===== src/rtl/card_pair_picker.sv =====
// Memory-game pair picker: two button selects reveal two cards, then the pair resolves as a match or a miss.
// Optional macro CARD_PICK_TIMEOUT_EN abandons a lone first pick after 2^16 idle cycles.
module card_pair_picker #(
   parameter  int NUM_CARDS   = 16,
   parameter  int FACE_W      = 3,
   parameter  int SHOW_CYCLES = 8,
   localparam int IDX_W       = $clog2(NUM_CARDS + 1)
) (
   input  logic                 new_clk,
   input  logic                 rst,
   input  logic                 north,
   input  logic [IDX_W-1:0]     point,
   input  logic [FACE_W-1:0]    face,
   output logic [IDX_W-1:0]     choose_1,
   output logic [IDX_W-1:0]     choose_2,
   output logic                 C2,
   output logic                 match_p,
   output logic                 miss_p,
   output logic [NUM_CARDS-1:0] matched_mask,
   output logic [IDX_W-1:0]     pairs,
   output logic                 all_done
);

   localparam logic [IDX_W-1:0]     NONE    = IDX_W'(NUM_CARDS);
   localparam logic [IDX_W-1:0]     HALF    = IDX_W'(NUM_CARDS / 2);
   localparam logic [7:0]           SHOW_LD = 8'(SHOW_CYCLES);
   localparam logic [NUM_CARDS-1:0] ONE_BIT = {{(NUM_CARDS-1){1'b0}}, 1'b1};

   typedef enum logic [1:0] {IDLE, ONE, SHOW, RESOLVE} state_t;

   state_t              state;
   logic                north_q;
   logic [FACE_W-1:0]   face1, face2;
   logic [7:0]          show_cnt;
`ifdef CARD_PICK_TIMEOUT_EN
   logic [15:0]         tmo_cnt;
`endif

   logic                sel_ok;
   logic [NUM_CARDS-1:0] mask_sh;
   logic [NUM_CARDS-1:0] hit1, hit2;

   // A select is a fresh press on an on-board card that is still face down.
   always_comb begin
      mask_sh = matched_mask >> point;
      sel_ok  = north && !north_q && (point < NONE) && !mask_sh[0] && !all_done;
      hit1    = ONE_BIT << choose_1;
      hit2    = ONE_BIT << choose_2;
   end

   // NOTE: every register here uses <= so all updates see the pre-edge values of their peers.
   always_ff @(posedge new_clk) begin
      if (rst) begin
         state        <= IDLE;
         north_q      <= 1'b1;
         face1        <= '0;
         face2        <= '0;
         show_cnt     <= '0;
         choose_1     <= NONE;
         choose_2     <= NONE;
         C2           <= 1'b0;
         match_p      <= 1'b0;
         miss_p       <= 1'b0;
         matched_mask <= '0;
         pairs        <= '0;
         all_done     <= 1'b0;
`ifdef CARD_PICK_TIMEOUT_EN
         tmo_cnt      <= '0;
`endif
      end else begin
         north_q  <= north;
         match_p  <= 1'b0;
         miss_p   <= 1'b0;
         all_done <= all_done | (pairs == HALF);
         case (state)
            IDLE: begin
               if (sel_ok) begin
                  choose_1 <= point;
                  face1    <= face;
                  state    <= ONE;
`ifdef CARD_PICK_TIMEOUT_EN
                  tmo_cnt  <= '0;
`endif
               end
            end
            ONE: begin
               if (sel_ok && point != choose_1) begin
                  choose_2 <= point;
                  face2    <= face;
                  show_cnt <= SHOW_LD;
                  C2       <= 1'b1;
                  state    <= SHOW;
               end
`ifdef CARD_PICK_TIMEOUT_EN
               else if (tmo_cnt == 16'hFFFF) begin
                  choose_1 <= NONE;
                  state    <= IDLE;
               end else begin
                  tmo_cnt  <= tmo_cnt + 16'd1;
               end
`endif
            end
            SHOW: begin
               // Last revealed cycle: the pulse is registered so it is high for the whole RESOLVE cycle.
               if (show_cnt <= 8'd1) begin
                  C2    <= 1'b0;
                  state <= RESOLVE;
                  if (face1 == face2) match_p <= 1'b1;
                  else                miss_p  <= 1'b1;
               end else begin
                  show_cnt <= show_cnt - 8'd1;
               end
            end
            RESOLVE: begin
               if (face1 == face2) begin
                  matched_mask <= matched_mask | hit1 | hit2;
                  if (pairs < HALF) pairs <= pairs + 1'b1;
               end
               choose_1 <= NONE;
               choose_2 <= NONE;
               state    <= IDLE;
            end
            default: state <= IDLE;
         endcase
      end
   end

endmodule


===== config.mk =====
export PLATFORM = sky130hd
export DESIGN_NAME = card_pair_picker
export DESIGN_NICKNAME = d
export VERILOG_FILES = /design/src/rtl/card_pair_picker.sv
export SDC_FILE = /design/constraint.sdc
export NUM_CORES = 1
export LEC_CHECK = 0
export CELL_PAD_IN_SITES_DETAIL_PLACEMENT = 2
export CELL_PAD_IN_SITES_GLOBAL_PLACEMENT = 2
export CORE_ASPECT_RATIO = 1.2
export CORE_MARGIN = 3
export CORE_UTILIZATION = 26
export DETAILED_ROUTE_END_ITERATION = 16
export GPL_ROUTABILITY_DRIVEN = 0
export PLACE_DENSITY_LB_ADDON = 0.1
export SYNTH_ARGS = -nofsm -noshare
export SYNTH_HDL_FRONTEND = slang
export SYNTH_SLANG_ARGS = --single-unit
export TNS_END_PERCENT = 30

===== constraint.sdc =====
create_clock -name new_clk -period 6.3 [get_ports new_clk]
set_input_delay 1.26 -clock new_clk [delete_from_list [all_inputs] [get_ports new_clk]]
set_output_delay 1.26 -clock new_clk [all_outputs]
set_load 0.01 [all_outputs]

== Word-level counts from Yosys, hierarchy flattened ==
Index checks and enable logic that the tools add are counted.

* Flip-flop bits (word level): 52
* Bits of input ports: 11
* Output and inout bits: 35

* $add $sub $neg: 2
* Magnitude comparators: 3
* Equal/unequal tests: 10
* Shifts and indexed selects: 3
* Muxes and demuxes: 16
* Bitwise logic cells: 5
* Reductions and logical operators: 22

{| class="wikitable"
|+ Operators by type and width
! cell !! count
|-
| $or 16x16->16 || 2
|-
| $shl 1x5->16 const A || 2
|-
| $pmux 5 s2 || 2
|-
| $mux 8 || 2
|-
| $pmux 8 s2 || 1
|-
| $shr 16x5->1 || 1
|-
| $reduce_and 3->1 || 4
|-
| $mux 5 || 2
|-
| $reduce_and 2->1 || 5
|-
| $le 8x1->1 const B || 1
|-
| $ne 2x2->1 const B || 4
|-
| $pmux 2 s4 || 1
|-
| $sub 8x1->8 const B || 1
|-
| $mux 2 || 3
|-
| $reduce_bool 2->1 || 3
|-
| $add 5x1->5 const B || 1
|-
| $eq 5x4->1 const B || 1
|-
| $logic_and 1x1->1 || 5
|-
| $lt 5x4->1 const B || 1
|-
| $lt 5x5->1 const B || 1
|-
| $ne 5x5->1 || 1
|-
| $eq 2x2->1 const B || 2
|-
| $mux 1 || 4
|-
| $eq 3x3->1 || 1
|-
| 7 further kinds || 10
|}

== Logic depth before layout (Yosys ltp) ==
* Depth after elaboration: 8
* Gate-level depth with buffers: 8
* Depth with buffers taken out: 8

== Worst setup path before layout ==
OpenSTA, ideal clock, no wires.

* Kind: input-to-reg
* Start point: in point[0]
* End point: reg show_cnt[3]
* Setup time: 0.074 ns
* Arrival: 3.150 ns
* Setup slack: 3.076 ns
* Stages on the path: 8
* Buffers on the path: 2
* Cells stage by stage: buf_6 > mux4_2 > a22oi_4 > o211a_4 > a31oi_4 > buf_6 > or4_1 > a31oi_1

* Word-level cells in the longest chain between the ends: 7
* Elaborated cells on any way between the ends: 10
* Those cells by class: 1 x order compare; 2 x eq/ne; 1 x shift; 6 x reduce/logical

{| class="wikitable"
|+ Ends and longest elaborated chain
! item !! line !! text
|-
| start, declared || 12 || <nowiki>input logic [IDX_W-1:0] point,</nowiki>
|-
| $shr 16x5->1 or $lt 5x5->1 (tied branches) || 45, 46 ||
|-
| $logic_not 1->1 or $logic_and 1x1->1 (tied branches) || 46 || <nowiki>sel_ok = north && !north_q && (point < NONE) && !mask_sh[0] && !all_done;</nowiki>
|-
| $logic_and 1x1->1 (2 in series) || 46 ||
|-
| $logic_and 1x1->1 * || 87 || <nowiki>if (sel_ok && point != choose_1) begin</nowiki>
|-
| $ne 2x2->1 (no line) * || -- ||
|-
| $reduce_and 3->1 (no line) * || -- ||
|-
| end signal, assigned || 111 || <nowiki>show_cnt <= show_cnt - 8'd1;</nowiki>
|-
| end, declared || 34 || <nowiki>logic [7:0] show_cnt;</nowiki>
|}

Mark *: on every way between the ends. The rest lies on a longest branch, timed or not.
A chain may end at the register's enable or synchronous reset.

== Final worst setup path ==
Ends and elaborated chain as after synthesis.

==> impl_metrics.tcl <==
set metrics [dict create \
    status "complete, no violations" \
    synthTopCellsByCount "dfxtp_1, nor2_1, a21oi_1" \
    power_density_nw_per_um2 268 \
    tns_ns 0 \
    die_y_um 117 \
    gr-usage-all-layers 0.150 \
    port_buffers 45 \
    totalWireLength_mm 8.27 \
    postCtsSetupBuffers 0 \
    drive_gt1_frac 0.0845 \
    synth_edf_count 0 \
    post-synth-top-count-cell "dfxtp_1" \
    ctsHoldBuffers 0 \
    path_cells "clkdlybuf4s50_1, mux2_2, o31ai_1, o211a_4, a31oi_4, or4_1, a31oi_1" \
    power_frac_seq 0.407 \
    globalRouteOverflowTotal 0 \
    grt_pass1_vias 2604 \
    seq_area_frac_synth 0.392 \
    drv_slew 0 \
    p_leak_nw 1.22 \
    max_stage_delay_ns 0.78 \
    synth_fp_nets 322 \
    path_class "primary input to flop" \
    relSlewSlack 0.427 \
    die-area_um2 11500 \
    rsz0062_at_grt "no" \
    min_period_over_period 0.604 \
    via_count 2378 \
    rrSetupSlack_ns 3.91 \
    postSynthCellCount 302 \
    die_w_um 98.3 \
    tightest_slew_ns 0.856 \
    drt_iter0_drc 44 \
    cts_sinks 52 \
    p_comb_frac 0.233 \
    ir_drop_uv 140 \
    grt_first_pass_wirelength_mm 13.8 \
    area_growth_pct 26.6 \
    clock_path_buffers 2 \
    max-cap-violations 0 \
    ctsRootBufferMaster "clkbuf_16" \
    initial_core_util 0.272 \
    post_drt_via_cell_ratio 5.10 \
    synth_flop_cell "dfxtp_1" \
    cts_buffers 5 \
    htree_levels 2 \
    avgSynthCellArea_um2 8.80 \
    synth.top_cell.area_share 0.392 \
    cts_resized 0 \
    synth_top_cells_by_area "dfxtp_1, nor2_1, a21oi_1" \
    route.detailed.drc 0 \
    wl_per_cell_um 17.7 \
    timing.fmax_mhz 263 \
    hp-class "flop to flop" \
    ios 46 \
    clkLatencyLatePin_ns 0.30 \
    setup_viol 0 \
    cp.required_ns 6.52 \
    grt_max_degree 25 \
    crit_path_start_kind "primary input" \
    antenna_cells 0 \
    core_area_um2 9760 \
    cp_slowest_cell "clkdlybuf4s50_1" \
    firstDrtPassIters 4 \
    p_clk_frac 0.360 \
    worstPathArrival_ns 4.03 \
    dp.cells 458 \
    synth_area_leader_cell "dfxtp_1" \
    fin_cells 466 \
    antenna_found_initial 0 \
    synthArstFlopShare 0 \
    synth_warnings 0 \
    switching_share 0.313 \
    hold_viol 0 \
    power_w 0.000902 \
    endpoint_kind "flop" \
    crit_path_max_fanout 12 \
    hpwlAfterDp_mm 6.19 \
    p_sw_w 0.000283 \
    cts_tree "yes" \
    fin_skew_ns 0.00683 \
    min_period_ns 3.81 \
    rows 39 \
    ys_types 55 \
    cts.clk_slew.worst_paths_ns 0.08 \
    ant_nets 0 \
    syn_area_um2 2660 \
    ys_seq_elements 52 \
    final_net_count 362 \
    p_int_w 0.000620 \
]
-- power groups by stage --
stage,Clock (W),Combinational (W),Sequential (W)
2_1_floorplan,0,0.000158,0.000371
3_3_place_gp,0,0.000207,0.000374
3_5_place_dp,0,0.000213,0.000375
4_1_cts,0.000336,0.000215,0.000368
5_1_grt,0.000349,0.000240,0.000372
6_report,0.000325,0.000210,0.000367
-- cell type report --
cell class	instances	area, um^2
fill	1119	6400
clock inverter	3	46.3
timing repair buffer	47	465
inverter	13	48.8
sequential	52	1040
tap	123	154
clock buffer	5	125
multi-input combinational	223	1480
-- path summary, 6_finish.rpt --
check	from	endpoint	cells after the start
worst max-delay path	point[0]	show_cnt[3]$_SDFFE_PP0P_	7
worst max register to register	state[0]$_SDFFE_PP0P_	pairs[2]$_SDFFE_PP0P_	6
worst min register to register	face2[2]$_SDFFE_PP0P_	face2[2]$_SDFFE_PP0P_	2
worst min-delay path	face2[2]$_SDFFE_PP0P_	face2[2]$_SDFFE_PP0P_	2
-- stage by stage --
stage	instance area, um^2	util	setup WS (ns)	hold slack [ns]
after floorplan	2660	-	3.08	0.437
after global placement	3190	0.327	2.29	0.458
after detailed placement	3190	0.327	2.18	0.467
after CTS	3360	0.345	2.49	0.479
after global routing	3360	0.345	2.32	0.503
final	3360	0.345	2.49	0.477
-- critical path: cells and delay by family --
family	cells	cell delay (ns)
mux	1	0.40
compound gates	4	1.05
simple gates	1	0.53
buf+inv	1	0.78
-- kinds of logic (layout without fill, tap and decap cells) --
logic type               Yosys count  in the layout  synth area share
AND/OR/NAND/NOR                  118            118             0.230
adder cells (fa/ha/maj)            9              9            0.0424
XOR/XNOR                          10             10            0.0330
AO/OA/AOI/OAI                     79             79             0.211
buffers and inverters             27             68            0.0504
flip-flops                        52             52             0.392
multiplexers                       7              7            0.0414
-- flip-flops by register name (all words and copies together) (netlist names) --
register,cells
C2,1
choose_2,5
show_cnt,8
north_q,1
face2,3
face1,3
state,2
choose_1,5
match_p,1
pairs,5
all_done,1
matched_mask,16
miss_p,1
-- cells in the final DEF (no fill, tap or decap), drive strengths merged, types with 4 or more instances in the layout --
cell / count
inv: 14
nor2: 42
nor2b: 5
ha: 9
nand2: 22
nor3: 4
clkbuf: 5
a22oi: 5
xnor2: 6
a21oi: 25
and3: 4
o31ai: 5
or4: 5
o22ai: 17
clkdlybuf4s50: 45
a31oi: 4
dfxtp: 52
nand3: 6
a32oi: 4
nand2b: 8
xor2: 4
-- per-layer routing --
layer	global-route usage	routed length, um	vias up
li1	-	-	1177
met1	0.193	3860	1162
met2	0.266	4140	34
met3	0.0233	178	5
met4	0.0355	81	0
met5	0	0	-
Note: power is estimated with default switching activity, not from simulation.
==> edit, RTL diff (same flow settings) <==
Add an input register stage for `north`, `point` and `face`, cleared by the reset; this delays them by one clock.
--- a/src/rtl/card_pair_picker.sv
+++ b/src/rtl/card_pair_picker.sv
@@ -28,6 +28,22 @@
 
    typedef enum logic [1:0] {IDLE, ONE, SHOW, RESOLVE} state_t;
 
+   logic north_r;
+   logic [IDX_W-1:0] point_q;
+   logic [FACE_W-1:0] face_q;
+
+   always_ff @(posedge new_clk) begin
+      if (rst) begin
+         north_r <= '0;
+         point_q <= '0;
+         face_q  <= '0;
+      end else begin
+         north_r <= north;
+         point_q <= point;
+         face_q  <= face;
+      end
+   end
+
    state_t              state;
    logic                north_q;
    logic [FACE_W-1:0]   face1, face2;
@@ -42,8 +58,8 @@
 
    // A select is a fresh press on an on-board card that is still face down.
    always_comb begin
-      mask_sh = matched_mask >> point;
-      sel_ok  = north && !north_q && (point < NONE) && !mask_sh[0] && !all_done;
+      mask_sh = matched_mask >> point_q;
+      sel_ok  = north_r && !north_q && (point_q < NONE) && !mask_sh[0] && !all_done;
       hit1    = ONE_BIT << choose_1;
       hit2    = ONE_BIT << choose_2;
    end
@@ -68,15 +84,15 @@
          tmo_cnt      <= '0;
 `endif
       end else begin
-         north_q  <= north;
+         north_q  <= north_r;
          match_p  <= 1'b0;
          miss_p   <= 1'b0;
          all_done <= all_done | (pairs == HALF);
          case (state)
             IDLE: begin
                if (sel_ok) begin
-                  choose_1 <= point;
-                  face1    <= face;
+                  choose_1 <= point_q;
+                  face1    <= face_q;
                   state    <= ONE;
 `ifdef CARD_PICK_TIMEOUT_EN
                   tmo_cnt  <= '0;
@@ -84,9 +100,9 @@
                end
             end
             ONE: begin
-               if (sel_ok && point != choose_1) begin
-                  choose_2 <= point;
-                  face2    <= face;
+               if (sel_ok && point_q != choose_1) begin
+                  choose_2 <= point_q;
+                  face2    <= face_q;
                   show_cnt <= SHOW_LD;
                   C2       <= 1'b1;
                   state    <= SHOW;
Behaviour: not the same (a bounded check fails within 4 cycles, from zero or initial values and one cycle with rst high).
==> edit against the unedited design <==
Synthesized area up 9.2%; cell area rose by 10%; power rose by 23%; cell count is 6.7% higher; wire length rose by 7.5%; worst setup slack better by 1.0 ns; global-route usage grew 0.32 points; sequential cell count up 9.
==> edit: results <==
export IMPL_drc_errors=0
export IMPL_top_regs="matched_mask (16), show_cnt (8)"
export IMPL_leakage_nw=1.35
export IMPL_cts_root_buf="clkbuf_16"
export IMPL_grt_usage_pct=15.3
export IMPL_clk_pin_slew_ns=0.06
export IMPL_drive_gt1_share_pct=10.1
export IMPL_drt_iter0_markers=60
export IMPL_yosysWarnings=0
export IMPL_ys_types=56
export IMPL_worstReg2RegEnd="show_cnt[4]"
export IMPL_ys_flop_type="dfxtp_1"
export IMPL_cts_setup_buffers=0
export IMPL_n_antenna_cell=0
export IMPL_firstDrtPassIters=4
export IMPL_hold_class="reg -> reg"
export IMPL_synthTopCellsByArea="dfxtp_1 42%, nor2_1 5.4%, a21oi_1 4.3%"
export IMPL_antenna_found_initial=0
export IMPL_hold_end="north_q"
export IMPL_cp_arrival_ns=3.01
export IMPL_hold_start="north_r"
export IMPL_peakVddDrop_v=0.000106
export IMPL_worst_pin_slew_ns=1.04
export IMPL_wire_per_inst_um=17.9
export IMPL_grt_max_degree=56
export IMPL_seq_area_frac_synth_pct=42.1
export IMPL_ff2ff_setup_slack_ns=3.54
export IMPL_skew_ns=0.00556
export IMPL_synth_commonest_cells="61 x dfxtp_1, 42 x nor2_1, 25 x a21oi_1"
export IMPL_cts_htree_levels=3
export IMPL_cts_repair_resized=0
export IMPL_hold_depth=1
export IMPL_slew_violations=0
export IMPL_reg2reg_depth=6
export IMPL_slowest_stage="dfxtp_1"
export IMPL_async_reset_ff_share_pct=0
export IMPL_synth_nets=341
export IMPL_numCtsBuffers=9
export IMPL_cts_buffer_depth=2
export IMPL_cpPeakStageDelay_ns=0.64
export IMPL_status="completed"
export IMPL_grt_pass1_vias=2811
export IMPL_port_buffers=45
export IMPL_nets=383
export IMPL_route_vias_total=2569
export IMPL_dp_hpwl_mm=6.25
export IMPL_r2r_start="point_q[0]"
export IMPL_critPathMaxFanout=12
export IMPL_grt_pass1_wl_mm=14.7
export IMPL_insertion_delay_ns=0.33
edit: changes by cell type in the layout (fill, tap and decap cells not counted), moves of 2 or more:
cell	unedited run	this run
dfxtp_1	52	61
clkinvlp_4	1	3
clkbuf_16	5	9
clkinv_2	0	2
nor2b_1	5	14
edit: layout make-up:
cell class	instances	area [um2]
tap	129	161
fill	1197	7020
multi-input combinational	232	1540
inverter	13	48.8
timing repair buffer	46	453
sequential	61	1220
clock buffer	9	225
clock inverter	7	50.0
edit: worst max path at each step:
stage          startpoint           to  cells past startpoint
2_1_floorplan  point_q[0]  show_cnt[3]                      8
3_3_place_gp          rst  show_cnt[0]                      4
3_5_place_dp          rst  show_cnt[0]                      4
4_1_cts        point_q[0]  show_cnt[4]                      6
5_1_grt        point_q[0]  show_cnt[4]                      6
6_report       point_q[0]  show_cnt[4]                      6
edit: through the flow:
stage	hold slack, ns	utilization [%]	setup WS (ns)	instances	cell area, um2
floorplan	0.408	-	4.01	321	2900
global placement	0.435	31.9	3.29	481	3420
detailed placement	0.432	31.9	3.25	481	3420
CTS	0.447	34.5	3.49	497	3700
global route	0.465	34.5	3.36	497	3700
finish	0.439	34.5	3.54	497	3700
edit: report_power, final:
group | switching (mW) | leakage, nW | total, mW | internal [mW]
Combinational | 0.128 | 0.729 | 0.212 | 0.0844
Sequential | 0.0267 | 0.495 | 0.435 | 0.409
Clock | 0.194 | 0.128 | 0.461 | 0.267
edit: logic make-up after synthesis:
| logic type | after synthesis | share of synthesized area, % |
|---|---|---|
| compound gates | 79 | 19.4 |
| xor+xnor | 10 | 3.02 |
| fa+ha+maj | 9 | 3.88 |
| buf+inv | 28 | 4.87 |
| flops | 61 | 42.1 |
| mux | 7 | 3.79 |
| simple gates | 127 | 23.0 |
edit: routing by layer:
metal  up-vias  share of wire, %  GRT usage, %
met5         -                 0             0
met2        47                49          25.0
met3        14               3.0          3.38
li1       1237                 -             -
met4         0               1.7          6.40
met1      1271                46          19.4
edit: critical path, delay by kind of cell (launching register included):
family / cells / cell delay (ns)
AND/OR/NAND/NOR: 1 / 0.52
flip-flops: 1 / 0.64
multiplexers: 1 / 0.44
AO/OA/AOI/OAI: 4 / 1.08
